===== src/rtl/rgmii_tx_framer.sv =====
// rtl/rgmii_tx_framer.sv - RGMII TX framer: preamble/SFD, zero pad, optional FCS, IFG, DDR pins
// Optional feature macro CRC_APPEND_EN: append CRC-32 FCS; undefined means the stream carries its own FCS.
module rgmii_tx_framer #(
  parameter int PREAMBLE_LEN = 7,
  parameter int MIN_PAYLOAD  = 60,
  parameter int IFG_CYCLES   = 12
) (
  input  logic       gmii_tx_clk,
  input  logic       rst,
  input  logic       in_valid,
  input  logic [7:0] in_data,
  input  logic       in_last,
  output logic       in_ready,
  output logic       tx_busy,
  output logic       frame_done,
  output logic       tx_underrun,
  output logic       rgmii_txc,
  output logic       rgmii_tx_ctl,
  output logic [3:0] rgmii_txd
);

`ifdef CRC_APPEND_EN
  typedef enum logic [2:0] {IDLE, PRE, DATA, PAD, FCS, IFG} state_t;
  localparam state_t BODY_DONE = FCS;
`else
  typedef enum logic [2:0] {IDLE, PRE, DATA, PAD, IFG} state_t;
  localparam state_t BODY_DONE = IFG;
`endif

  localparam logic [7:0]  PRE_LAST = 8'(PREAMBLE_LEN);
  localparam logic [7:0]  IFG_LAST = 8'(IFG_CYCLES - 1);
  localparam logic [15:0] MIN_LEN  = 16'(MIN_PAYLOAD);

  state_t      state_q, state_d;
  logic [7:0]  cnt_q, cnt_d;
  logic [15:0] byte_cnt_q, byte_cnt_d, byte_inc;
  logic [7:0]  txd_q, txd_d;
  logic        tx_en_q, tx_en_d;
  logic [3:0]  ddr_rise_q, ddr_rise_d, ddr_fall_q, ddr_fall_d;
  logic        ddr_ctl_q, ddr_ctl_d;

`ifdef CRC_APPEND_EN
  logic [31:0] crc_q, crc_d;

  function automatic logic [31:0] crc32_byte(input logic [31:0] crc, input logic [7:0] data);
    logic [31:0] c;
    c = crc ^ {24'h0, data};
    for (int i = 0; i < 8; i++) c = c[0] ? ((c >> 1) ^ 32'hEDB8_8320) : (c >> 1);
    return c;
  endfunction
`endif

  assign byte_inc = (byte_cnt_q == 16'hFFFF) ? byte_cnt_q : byte_cnt_q + 16'd1;

  always_comb begin
    state_d     = state_q;
    cnt_d       = cnt_q;
    byte_cnt_d  = byte_cnt_q;
    txd_d       = 8'h00;
    tx_en_d     = 1'b0;
    in_ready    = 1'b0;
    tx_busy     = (state_q != IDLE);
    frame_done  = 1'b0;
    tx_underrun = 1'b0;
    ddr_rise_d  = txd_q[3:0];
    ddr_fall_d  = txd_q[7:4];
    ddr_ctl_d   = tx_en_q;
`ifdef CRC_APPEND_EN
    crc_d       = crc_q;
`endif
    case (state_q)
      IDLE: begin
        byte_cnt_d = 16'd0;
        cnt_d      = 8'd0;
`ifdef CRC_APPEND_EN
        crc_d      = 32'hFFFF_FFFF;
`endif
        // The first preamble byte goes out on the same edge that sees in_valid.
        if (in_valid) begin
          state_d = PRE;
          txd_d   = 8'h55;
          tx_en_d = 1'b1;
          cnt_d   = 8'd1;
        end
      end
      PRE: begin
        tx_en_d = 1'b1;
        if (cnt_q < PRE_LAST) begin
          txd_d = 8'h55;
          cnt_d = cnt_q + 8'd1;
        end else begin
          txd_d   = 8'hD5;
          state_d = DATA;
        end
      end
      DATA: begin
        in_ready = 1'b1;
        if (in_valid) begin
          txd_d      = in_data;
          tx_en_d    = 1'b1;
          byte_cnt_d = byte_inc;
`ifdef CRC_APPEND_EN
          crc_d      = crc32_byte(crc_q, in_data);
`endif
          if (in_last) begin
            cnt_d   = 8'd0;
            state_d = (byte_inc < MIN_LEN) ? PAD : BODY_DONE;
          end
        end else begin
          // Underrun abandons the frame: no pad, no FCS, straight to the gap.
          tx_underrun = 1'b1;
          cnt_d       = 8'd0;
          state_d     = IFG;
        end
      end
      PAD: begin
        tx_en_d    = 1'b1;
        byte_cnt_d = byte_inc;
`ifdef CRC_APPEND_EN
        crc_d      = crc32_byte(crc_q, 8'h00);
`endif
        if (byte_inc >= MIN_LEN) state_d = BODY_DONE;
      end
`ifdef CRC_APPEND_EN
      FCS: begin
        tx_en_d = 1'b1;
        txd_d   = ~crc_q[7:0];
        crc_d   = {8'h00, crc_q[31:8]};
        cnt_d   = cnt_q + 8'd1;
        if (cnt_q == 8'd3) begin
          cnt_d   = 8'd0;
          state_d = IFG;
        end
      end
`endif
      IFG: begin
        // First IFG cycle still shows the final byte; the IDLE cycle completes the gap.
        cnt_d = cnt_q + 8'd1;
        if (cnt_q == IFG_LAST) begin
          frame_done = 1'b1;
          cnt_d      = 8'd0;
          state_d    = IDLE;
        end
      end
      default: state_d = IDLE;
    endcase
  end

  always_ff @(posedge gmii_tx_clk or posedge rst) begin
    if (rst) begin
      state_q    <= IDLE;
      cnt_q      <= 8'd0;
      byte_cnt_q <= 16'd0;
      txd_q      <= 8'h00;
      tx_en_q    <= 1'b0;
      ddr_rise_q <= 4'h0;
      ddr_fall_q <= 4'h0;
      ddr_ctl_q  <= 1'b0;
`ifdef CRC_APPEND_EN
      crc_q      <= 32'hFFFF_FFFF;
`endif
    end else begin
      state_q    <= state_d;
      cnt_q      <= cnt_d;
      byte_cnt_q <= byte_cnt_d;
      txd_q      <= txd_d;
      tx_en_q    <= tx_en_d;
      ddr_rise_q <= ddr_rise_d;
      ddr_fall_q <= ddr_fall_d;
      ddr_ctl_q  <= ddr_ctl_d;
`ifdef CRC_APPEND_EN
      crc_q      <= crc_d;
`endif
    end
  end

  // Behavioural DDR output: low nibble while the clock is high, high nibble while low.
  assign rgmii_txc    = gmii_tx_clk;
  assign rgmii_tx_ctl = ddr_ctl_q;
  assign rgmii_txd    = gmii_tx_clk ? ddr_rise_q : ddr_fall_q;

endmodule


===== config.mk =====
export PLATFORM = sky130hd
export DESIGN_NAME = rgmii_tx_framer
export DESIGN_NICKNAME = d
export VERILOG_FILES = /design/src/rtl/rgmii_tx_framer.sv
export SDC_FILE = /design/constraint.sdc
export NUM_CORES = 1
export LEC_CHECK = 0
export BUFFER_PORTS_ARGS = -buffer_cell sky130_fd_sc_hd__buf_2
export CAP_MARGIN = 5
export CORE_UTILIZATION = 53
export CTS_BUF_LIST = sky130_fd_sc_hd__clkbuf_8
export DETAILED_ROUTE_END_ITERATION = 8
export PLACE_DENSITY = 0.78
export SETUP_SLACK_MARGIN = 0.3
export SYNTH_ARGS = -nofsm -noshare
export SYNTH_HDL_FRONTEND = slang
export SYNTH_SLANG_ARGS = --single-unit

===== constraint.sdc =====
create_clock -name gmii_tx_clk -period 2.9 [get_ports gmii_tx_clk]
set_input_delay 0.29 -clock gmii_tx_clk [delete_from_list [all_inputs] [get_ports gmii_tx_clk]]
set_output_delay 0.29 -clock gmii_tx_clk [all_outputs]
set_load 0.02 [all_outputs]

# == Word level (Yosys, flattened, before mapping) ==
# Index checks and enable logic that the tools add are counted.
# totals
reg_bits,45
input_bits,12
ram_bits,0
output_inout_bits,10
n_memories,0
latch_bits,0
rom_bits,0
# classes
bitwise_logic,0
n_reduce_logical,9
mul,0
addsub,2
n_eq_ne,13
n_lt_le_gt_ge,3
shift,0
n_div,0
muxes,29
# ops
op,n
$mux 8,6
$pmux 16 s3,1
$mux 16,2
$pmux 8 s4,1
$pmux 8 s3,1
$mux 3,7
$add 16x1->16 const B,1
$eq 16x16->1 const B,1
$ge 16x6->1 const B,1
$lt 16x6->1 const B,1
$pmux 3 s5,1
$ne 2x2->1 const B,6
$add 8x1->8 const B,1
$eq 8x4->1 const B,1
$lt 8x3->1 const B,1
$mux 1,7
$mux 7,1
$eq 3x2->1 const B,2
$reduce_bool 3->1,2
$reduce_and 5->1,1
$mux 4,1
$reduce_bool 4->1,1
$reduce_or 2->1,2
$eq 3x1->1 const B,1
other kinds (6),6

# == Logic depth before layout (Yosys ltp) ==
# Gate-level depths: netlist (run 1).
# depth
ltp_word,7
ltp_mapped,9

==> results of run 1 <==
power breakdown:
group          internal [mW]  leakage (nW)  switching [mW]
Clock                  0.467         0.131           0.362
Sequential             0.757         0.593           0.118
Combinational          0.300         0.572           0.491
worst max-delay path, delay by kind of cell, from the launching register on:
family	cells	cell delay, ns
AOI/OAI and AO/OA	2	0.54
adders and majority gates	1	0.22
DFF	1	0.39
and+or+nand+nor	4	1.28
timing repair:
item,4_1_cts,5_1_grt
gates resized for setup,2,1
buffers inserted,2,0
hold endpoints to repair,0,0
setup endpoints to repair,3,2
layer usage:
metal  track usage  vias up  routed length (um)
met5             0        -                   0
met4        0.1587        0                  91
met1        0.3056     1010                2333
met3       0.07413        8                 352
li1              -     1002                   -
met2        0.3614       72                2525
layout by cell type (no fill, tap or decap), drive strengths merged, types with 4 or more instances in the layout:
| master | Yosys | final |
|---|---|---|
| dfrtp | 45 | 45 |
| o21ai | 28 | 28 |
| buf | 5 | 27 |
| nor2 | 24 | 24 |
| nand2 | 22 | 22 |
| a21oi | 18 | 18 |
| and3 | 11 | 11 |
| nand3 | 10 | 10 |
| clkbuf | 9 | 10 |
| nand2b | 8 | 8 |
| o31ai | 8 | 8 |
| a31oi | 8 | 8 |
| inv | 7 | 6 |
| nand4 | 5 | 5 |
| mux2 | 5 | 5 |
| and4 | 5 | 5 |
| or3 | 4 | 4 |
| xor2 | 4 | 4 |
| nor2b | 4 | 4 |
area by class of cell:
cell class	count	area, sq um
tap	52	65.06
timing repair buffer	22	125.1
multi-input combinational	198	1195
fill	373	1608
sequential	45	1126
inverter	8	30.03
clock buffer	15	162.7
clock inverter	3	42.54
stage by stage:
step / util / instances / cell area [sq um]
2_1_floorplan: - / 265 / 2412
3_3_place_gp: 0.5848 / 328 / 2546
3_5_place_dp: 0.5848 / 328 / 2546
4_1_cts: 0.6305 / 343 / 2745
5_1_grt: 0.6307 / 343 / 2746
6_report: 0.6307 / 343 / 2746
path summary, 6_finish.rpt:
path                                            from                        end  slack [ns]  cells after the start
hold reg to reg                  ddr_ctl_d$_DFF_PP0_     rgmii_tx_ctl$_DFF_PP0_        0.35                      0
hold / removal                                   rst  byte_cnt_q[4]$_DFFE_PP0P_      -0.008                      2
min in group gmii_tx_clk                  in_data[5]         txd_q[5]$_DFF_PP0_        0.12                      2
setup / recovery           byte_cnt_q[0]$_DFFE_PP0P_     state_q[1]$_DFFE_PP0P_        0.38                      7
setup reg to reg           byte_cnt_q[0]$_DFFE_PP0P_     state_q[1]$_DFFE_PP0P_        0.38                      7
max in group asynchronous                        rst     state_q[2]$_DFFE_PP0P_        2.22                      3
kinds of logic after synthesis:
family | after synthesis | share of synthesized area
mux | 7 | 0.03164
fa+ha+maj | 2 | 0.01037
flops | 45 | 0.4668
xor+xnor | 7 | 0.02542
buf+inv | 22 | 0.03994
simple gates | 105 | 0.2303
compound gates | 77 | 0.1955
registers in the layout, summed over array words and instances (netlist names):
| name | count |
|---|---|
| ddr_fall_q | 4 |
| rgmii_tx_ctl | 1 |
| ddr_rise_q | 4 |
| ddr_ctl_d | 1 |
| byte_cnt_q | 16 |
| state_q | 3 |
| txd_q | 8 |
| cnt_q | 8 |
==> reports/summary.md, run 1 <==
For the post-synthesis sequential area ratio, the log shows 0.4668. The die covers 0.004825 sq mm. The classification of the worst setup path was reg2reg. The count of final hold-check violations came out at 25. Synthesis-stage register bit count: 45. In the final design database the tool counted 303 nets.

The clock transition at the registers of the reported paths was 0.09 ns. STA classifies the critical path startpoint as a register. For the combined area of all synthesized cells, the log shows 0.002412 sq mm. The total of buffers placed on input and output ports was 21. The number of antenna violations at the first check in global routing is 0.

At the worst endpoint, the arrival time is 2.84 ns. The logs give 0.3771 ns for the final worst slack and 3.22 ns for the critical path required time. The final estimated routing congestion in global placement was 0.8396. The proportion of layout cells with a drive suffix above 1 came out at 0.1821. Dividing the detail-routed wire length by the instance count gives 15.46 um.

Max-capacitance violation count: 0. Sorting the synthesized cells by how often they occur yields dfrtp_1, o21ai_0, nor2_1. At the later pin of the worst-skew pair, clock insertion delay measures 0.41 ns.

VDD sags by at most 0.3234 mV. The share of synthesized registers carrying an async set or reset was 1.000; the gate count after technology mapping was 265. On the critical path, the stage with the largest delay is an instance of or4b_4. The remaining max-slew budget at the tightest pin is 0.3045, and the sum of net half-perimeters after detailed placement is 3391 um. The flow ran to the end, but the final reports show violations. Yosys printed 0 warnings. At the pin with the least slew margin, the transition time is 1.037 ns. The routed layout has 2092 vias. The largest single stage delay on the critical path is 0.54 ns. The clock arrives with 0.004554 ns of skew. Yosys instantiated no cell more often than dfrtp_1. Dividing the detail-routed via count by the number of cells gives 6.099. The detail route stage leaves a number of antenna-violating nets equal to 0. For this run, design rule violations remaining after detail routing come to 0. Traced cell by cell, the critical path runs through ha_2, and4_4, and3_4, or3_1, a222oi_1, or4b_4, a221oi_2.

Share of Yosys cell area claimed by the top area cell type: 0.4668. For the core footprint, the log shows 0.004354 sq mm. Timing would allow up to 396.4 MHz. Hold repair after CTS inserted 0 buffers. The time the final worst path needs with I/O delays and setup is 2.523 ns, and the maximum number of pins on one net before global-route repair is 32. Number of max-slew violations in the final report: 0.

After routing, the total negative slack on setup checks comes to 0 ns. From bottom edge to top edge, the die measures 69.47 um. The design draws 2.494 mW. Compared with the post-synthesis result, the final layout area differs by 13.85%.

The per-instance average area after synthesis was 9.103 sq um; the number of ports placed on the die boundary was 22. Row generation in the floorplan step produced 24 rows. In the post-synthesis netlist, the biggest area contributors are dfrtp_1, o21ai_0, a21oi_1. The number of global-route vias before repair came out at 1996.

The number of antenna diodes in the final layout is 0. The synthesized netlist contains 49 unique library cells. Before antenna repair, the detailed router went through 4 iterations. The global-route usage over all layers was 0.2429. The largest area contributor in the synthesized netlist was dfrtp_1.

Global routing finished with a remaining overflow of 0. The wire length of the first global-routing pass was 9080 um. The final setup violation count was 0; the final wirelength was 5303 um. Setup repair after global routing left no endpoint under its margin.

In this run, synthesis inferred 0 flip-flops with an integrated enable. Horizontal die dimension: 69.47 um. The smallest hold slack is -0.007912 ns, and the power density relative to cell area is 907.9 mW/mm^2. The checks that failed: hold timing. TritonCTS built the clock tree. Summed over all cells, the static leakage comes to 1.296 nW.

The effective utilization at floorplan is 0.5540. After the first detailed-routing iteration, the DRC count stood at 171. The worst min-delay path category is in2async.

STA classifies the critical path endpoint as a register. Along the worst path, the maximum fanout reaches 8. Number of nets in the synthesized netlist: 279. Prevailing post-synth register cell: dfrtp_1.

The run gives 0.2229 ns as the placement-stage worst setup slack. Final period utilization: 0.8700.
(Power assumes the default switching activity.)
==> run 2: changes to the inputs <==
--- a/config.mk
+++ b/config.mk
@@ -5,12 +5,14 @@
 export SDC_FILE = /design/constraint.sdc
 export NUM_CORES = 1
 export LEC_CHECK = 0
+export ABC_CLOCK_PERIOD_IN_PS = 2900
 export BUFFER_PORTS_ARGS = -buffer_cell sky130_fd_sc_hd__buf_2
 export CAP_MARGIN = 5
-export CORE_UTILIZATION = 53
+export CORE_UTILIZATION = 45
 export CTS_BUF_LIST = sky130_fd_sc_hd__clkbuf_8
 export DETAILED_ROUTE_END_ITERATION = 8
-export PLACE_DENSITY = 0.78
+export PLACE_DENSITY = 0.69
+export RECOVER_POWER = 50
 export SETUP_SLACK_MARGIN = 0.3
 export SYNTH_ARGS = -nofsm -noshare
 export SYNTH_HDL_FRONTEND = slang
==> run 2 against run 1 <==
  * The run ends with capacitance limit, slew limit left
  * Fmax increased by 0.78%
  * Sequential power down 0.5%
  * Utilization is 9.4 points lower
  * Critical path depth is the same
  * Register-to-register slack improved by 0.02 ns
  * Via count shrank 0.86%
  * Clock skew increased by 0.0029 ns
  * Final area rose by 0.46%
  * Die area is 17% higher
  * Global-route usage down 3.1 points
  * Largest power group unchanged
  * Highest routed layer unchanged
==> reports/summary.md, run 2 (synthesized netlist as in run 1, its figures left out) <==
The flow ran to the end, but the final reports show violations. Violations in the final reports: capacitance limit, slew limit (was hold timing). Number of iterations in the first detailed-routing pass: 4 (unchanged).

The run gives 0 (was 25) as the count of final hold-check violations. The final worst slack is 0.3966 ns (was 0.3771 ns), and the cts-stage hold buffer count is 0 (unchanged). The run gives 0.4693 (was 0.5540) as the effective utilization at floorplan. The number of DRC violations after detailed-routing iteration 0 is 156 (was 171), and the critical path arrival is 2.81 ns (was 2.84 ns).

Highest-count cells in the layout ignoring fill and taps: dfrtp_1, o21ai_0, nor2_1, nand2_1, buf_2 (unchanged). The sort of element at the start of the critical path is a register (unchanged). The remaining max-slew budget at the tightest pin came out at -0.1170 (was 0.3045). The tools report the number of max-slew violations in the final report as 46 (was 0). The run gives 5402 um (was 5303 um) as the final wirelength. The clock transition at the registers of the reported paths works out to 0.09 ns (about the same). TritonCTS built the clock tree. The tools report the area after detailed placement as 0.002576 sq mm (was 0.002546 sq mm).

The proportion of layout cells with a drive suffix above 1 was 0.1884 (was 0.1821). Highest achievable clock rate: 399.5 MHz (was 396.4 MHz). The core footprint is 0.005140 sq mm (was 0.004354 sq mm). The horizontal die dimension is 75.22 um (was 69.47 um). For the diode insertion count for antenna repair, the log shows 0 (unchanged).

Largest regs: byte_cnt_q (16), cnt_q (8), txd_q (8) (unchanged). The chip height works out to 75.22 um (was 69.47 um). The time the final worst path needs with I/O delays and setup was 2.503 ns (was 2.523 ns); the design area was 0.002759 sq mm (was 0.002746 sq mm).

For the final setup violation count, the log shows 0 (unchanged). Post-detailed-route via-to-cell ratio: 5.729 (was 6.099). The tools report the number of placement rows as 26 (was 24).

The number of antenna violations at the first check in global routing came out at 0 (unchanged). The static leakage power is 1.293 nW (was 1.296 nW), and the post-route total power is 2.425 mW (was 2.494 mW). The tools report the number of ports placed on the die boundary as 22 (unchanged). Number of global-route vias before repair: 1989 (was 1996). The global-route usage over all layers is 0.2116 (was 0.2429).

The power density relative to cell area was 879.0 mW/mm^2 (was 907.9 mW/mm^2). The worst min-delay path category was in2reg (was in2async). The total of buffers placed on input and output ports was 21 (unchanged). The peak per-stage delay on the critical path works out to 0.53 ns (was 0.54 ns). The peak fanout along the critical path works out to 8 (unchanged). The run gives 0.007450 ns (was 0.004554 ns) as the post-route clock skew.

Classification of the worst setup path: reg2reg (unchanged). The tools report the number of DRC violations after detailed routing as 0 (unchanged). The wire length of the first global-routing pass was 8914 um (was 9080 um). The endpoint class of the critical path is a register (unchanged). The aggregate global routing overflow is 0 (unchanged). The final period utilization works out to 0.8632 (was 0.8700). The maximum number of pins on one net before global-route repair came out at 46 (was 32). The run gives 0 (unchanged) as the number of nets with antenna violations after routing.

The placement-stage worst setup slack is 0.2490 ns (was 0.2229 ns), and the transition time at the pin with the least slew margin is 1.674 ns (was 1.037 ns). The run gives 304 (was 303) as the final-stage net count. Setup repair after global routing left no endpoint under its margin. The leading cell type in the layout, fill and taps excluded is dfrtp_1 (unchanged). The number of flip-flops in the largest register was 16 (unchanged). The accumulated negative setup slack was 0 ns (unchanged); the area added between synthesis and finish was 14.37% (was 13.85%).

The logs give 2074 (was 2092) for the number of vias in the routed layout and 0.005657 sq mm (was 0.004825 sq mm) for the die footprint. The highest ir drop seen on vdd is 0.4020 mV (was 0.3234 mV), and the final estimated routing congestion in global placement is 0.8515 (was 0.8396). The tools report the critical path required time as 3.21 ns (was 3.22 ns). Register with the most flip-flops: byte_cnt_q (unchanged).

Worst path cell trace: ha_4, and4_4, and3_4, or3_1, a222oi_1, or4b_4, a221oi_2 (was ha_2, and4_4, and3_4, or3_1, a222oi_1, or4b_4, a221oi_2). Sum of net half-perimeters after detailed placement: 3548 um (was 3391 um). The tools report the insertion delay to the later sink of the worst-skew pair as 0.40 ns (was 0.41 ns). The routed wire length per instance was 14.92 um (was 15.46 um); the max-capacitance violation count was 1 (was 0). Critical path's slowest cell: or4b_4 (unchanged).
[run 2: final timing paths]
check / start / to / slack (ns) / depth (start not counted)
setup / recovery: byte_cnt_q[0]$_DFFE_PP0P_ / state_q[1]$_DFFE_PP0P_ / 0.40 / 7
hold / removal: in_data[3] / txd_q[3]$_DFF_PP0_ / 0.12 / 2
setup reg to reg: byte_cnt_q[0]$_DFFE_PP0P_ / state_q[1]$_DFFE_PP0P_ / 0.40 / 7
hold reg to reg: txd_q[0]$_DFF_PP0_ / ddr_rise_q[0]$_DFF_PP0_ / 0.36 / 0
max in group asynchronous: rst / cnt_q[6]$_DFFE_PP0P_ / 1.53 / 2
min in group asynchronous: rst / byte_cnt_q[9]$_DFFE_PP0P_ / 0.40 / 2
[run 2: final cells by class]
cell class | instances | area (sq um)
clock buffers | 14 | 148.9
clock inverters | 4 | 26.28
fillers | 478 | 2381
inverters | 8 | 30.03
multi-input cells | 198 | 1207
flip-flops and latches | 45 | 1126
well taps | 70 | 87.58
repair buffers | 23 | 132.6
[run 2: repair_timing]
| action | 4_1_cts | 5_1_grt |
|---|---|---|
| pin swaps | 0 | 2 |
| resized for setup | 2 | 4 |
| buffers inserted | 2 | 0 |
| endpoints found under the setup margin | 3 | 2 |
[run 2: metrics by stage]
step	utilization	hold slack [ns]	std cells
2_1_floorplan	-	0.3312	265
3_3_place_gp	0.5012	0.3323	347
3_5_place_dp	0.5012	0.3379	347
4_1_cts	0.5341	0.1187	362
5_1_grt	0.5368	0.1243	362
6_report	0.5368	0.1245	362
[run 2: worst max-delay path: cells and delay by family, from the launching register on]
family | cells | cell delay [ns]
adders and majority gates | 1 | 0.19
DFF | 1 | 0.42
AOI/OAI and AO/OA | 2 | 0.56
and+or+nand+nor | 4 | 1.25
[run 2: power breakdown]
| part | internal [mW] | switching [mW] | leakage (nW) |
|---|---|---|---|
| Combinational | 0.320 | 0.505 | 0.582 |
| Sequential | 0.758 | 0.112 | 0.593 |
| Clock | 0.359 | 0.371 | 0.118 |
| Total | 1.44 | 0.988 | 1.29 |
[run 2: metal layers]
layer,global-route usage,wire [um],up-vias
li1,-,-,1002
met1,0.2636,2384,993
met2,0.3273,2602,66
met3,0.06158,298,13
met4,0.1235,116,0
met5,0,0,-
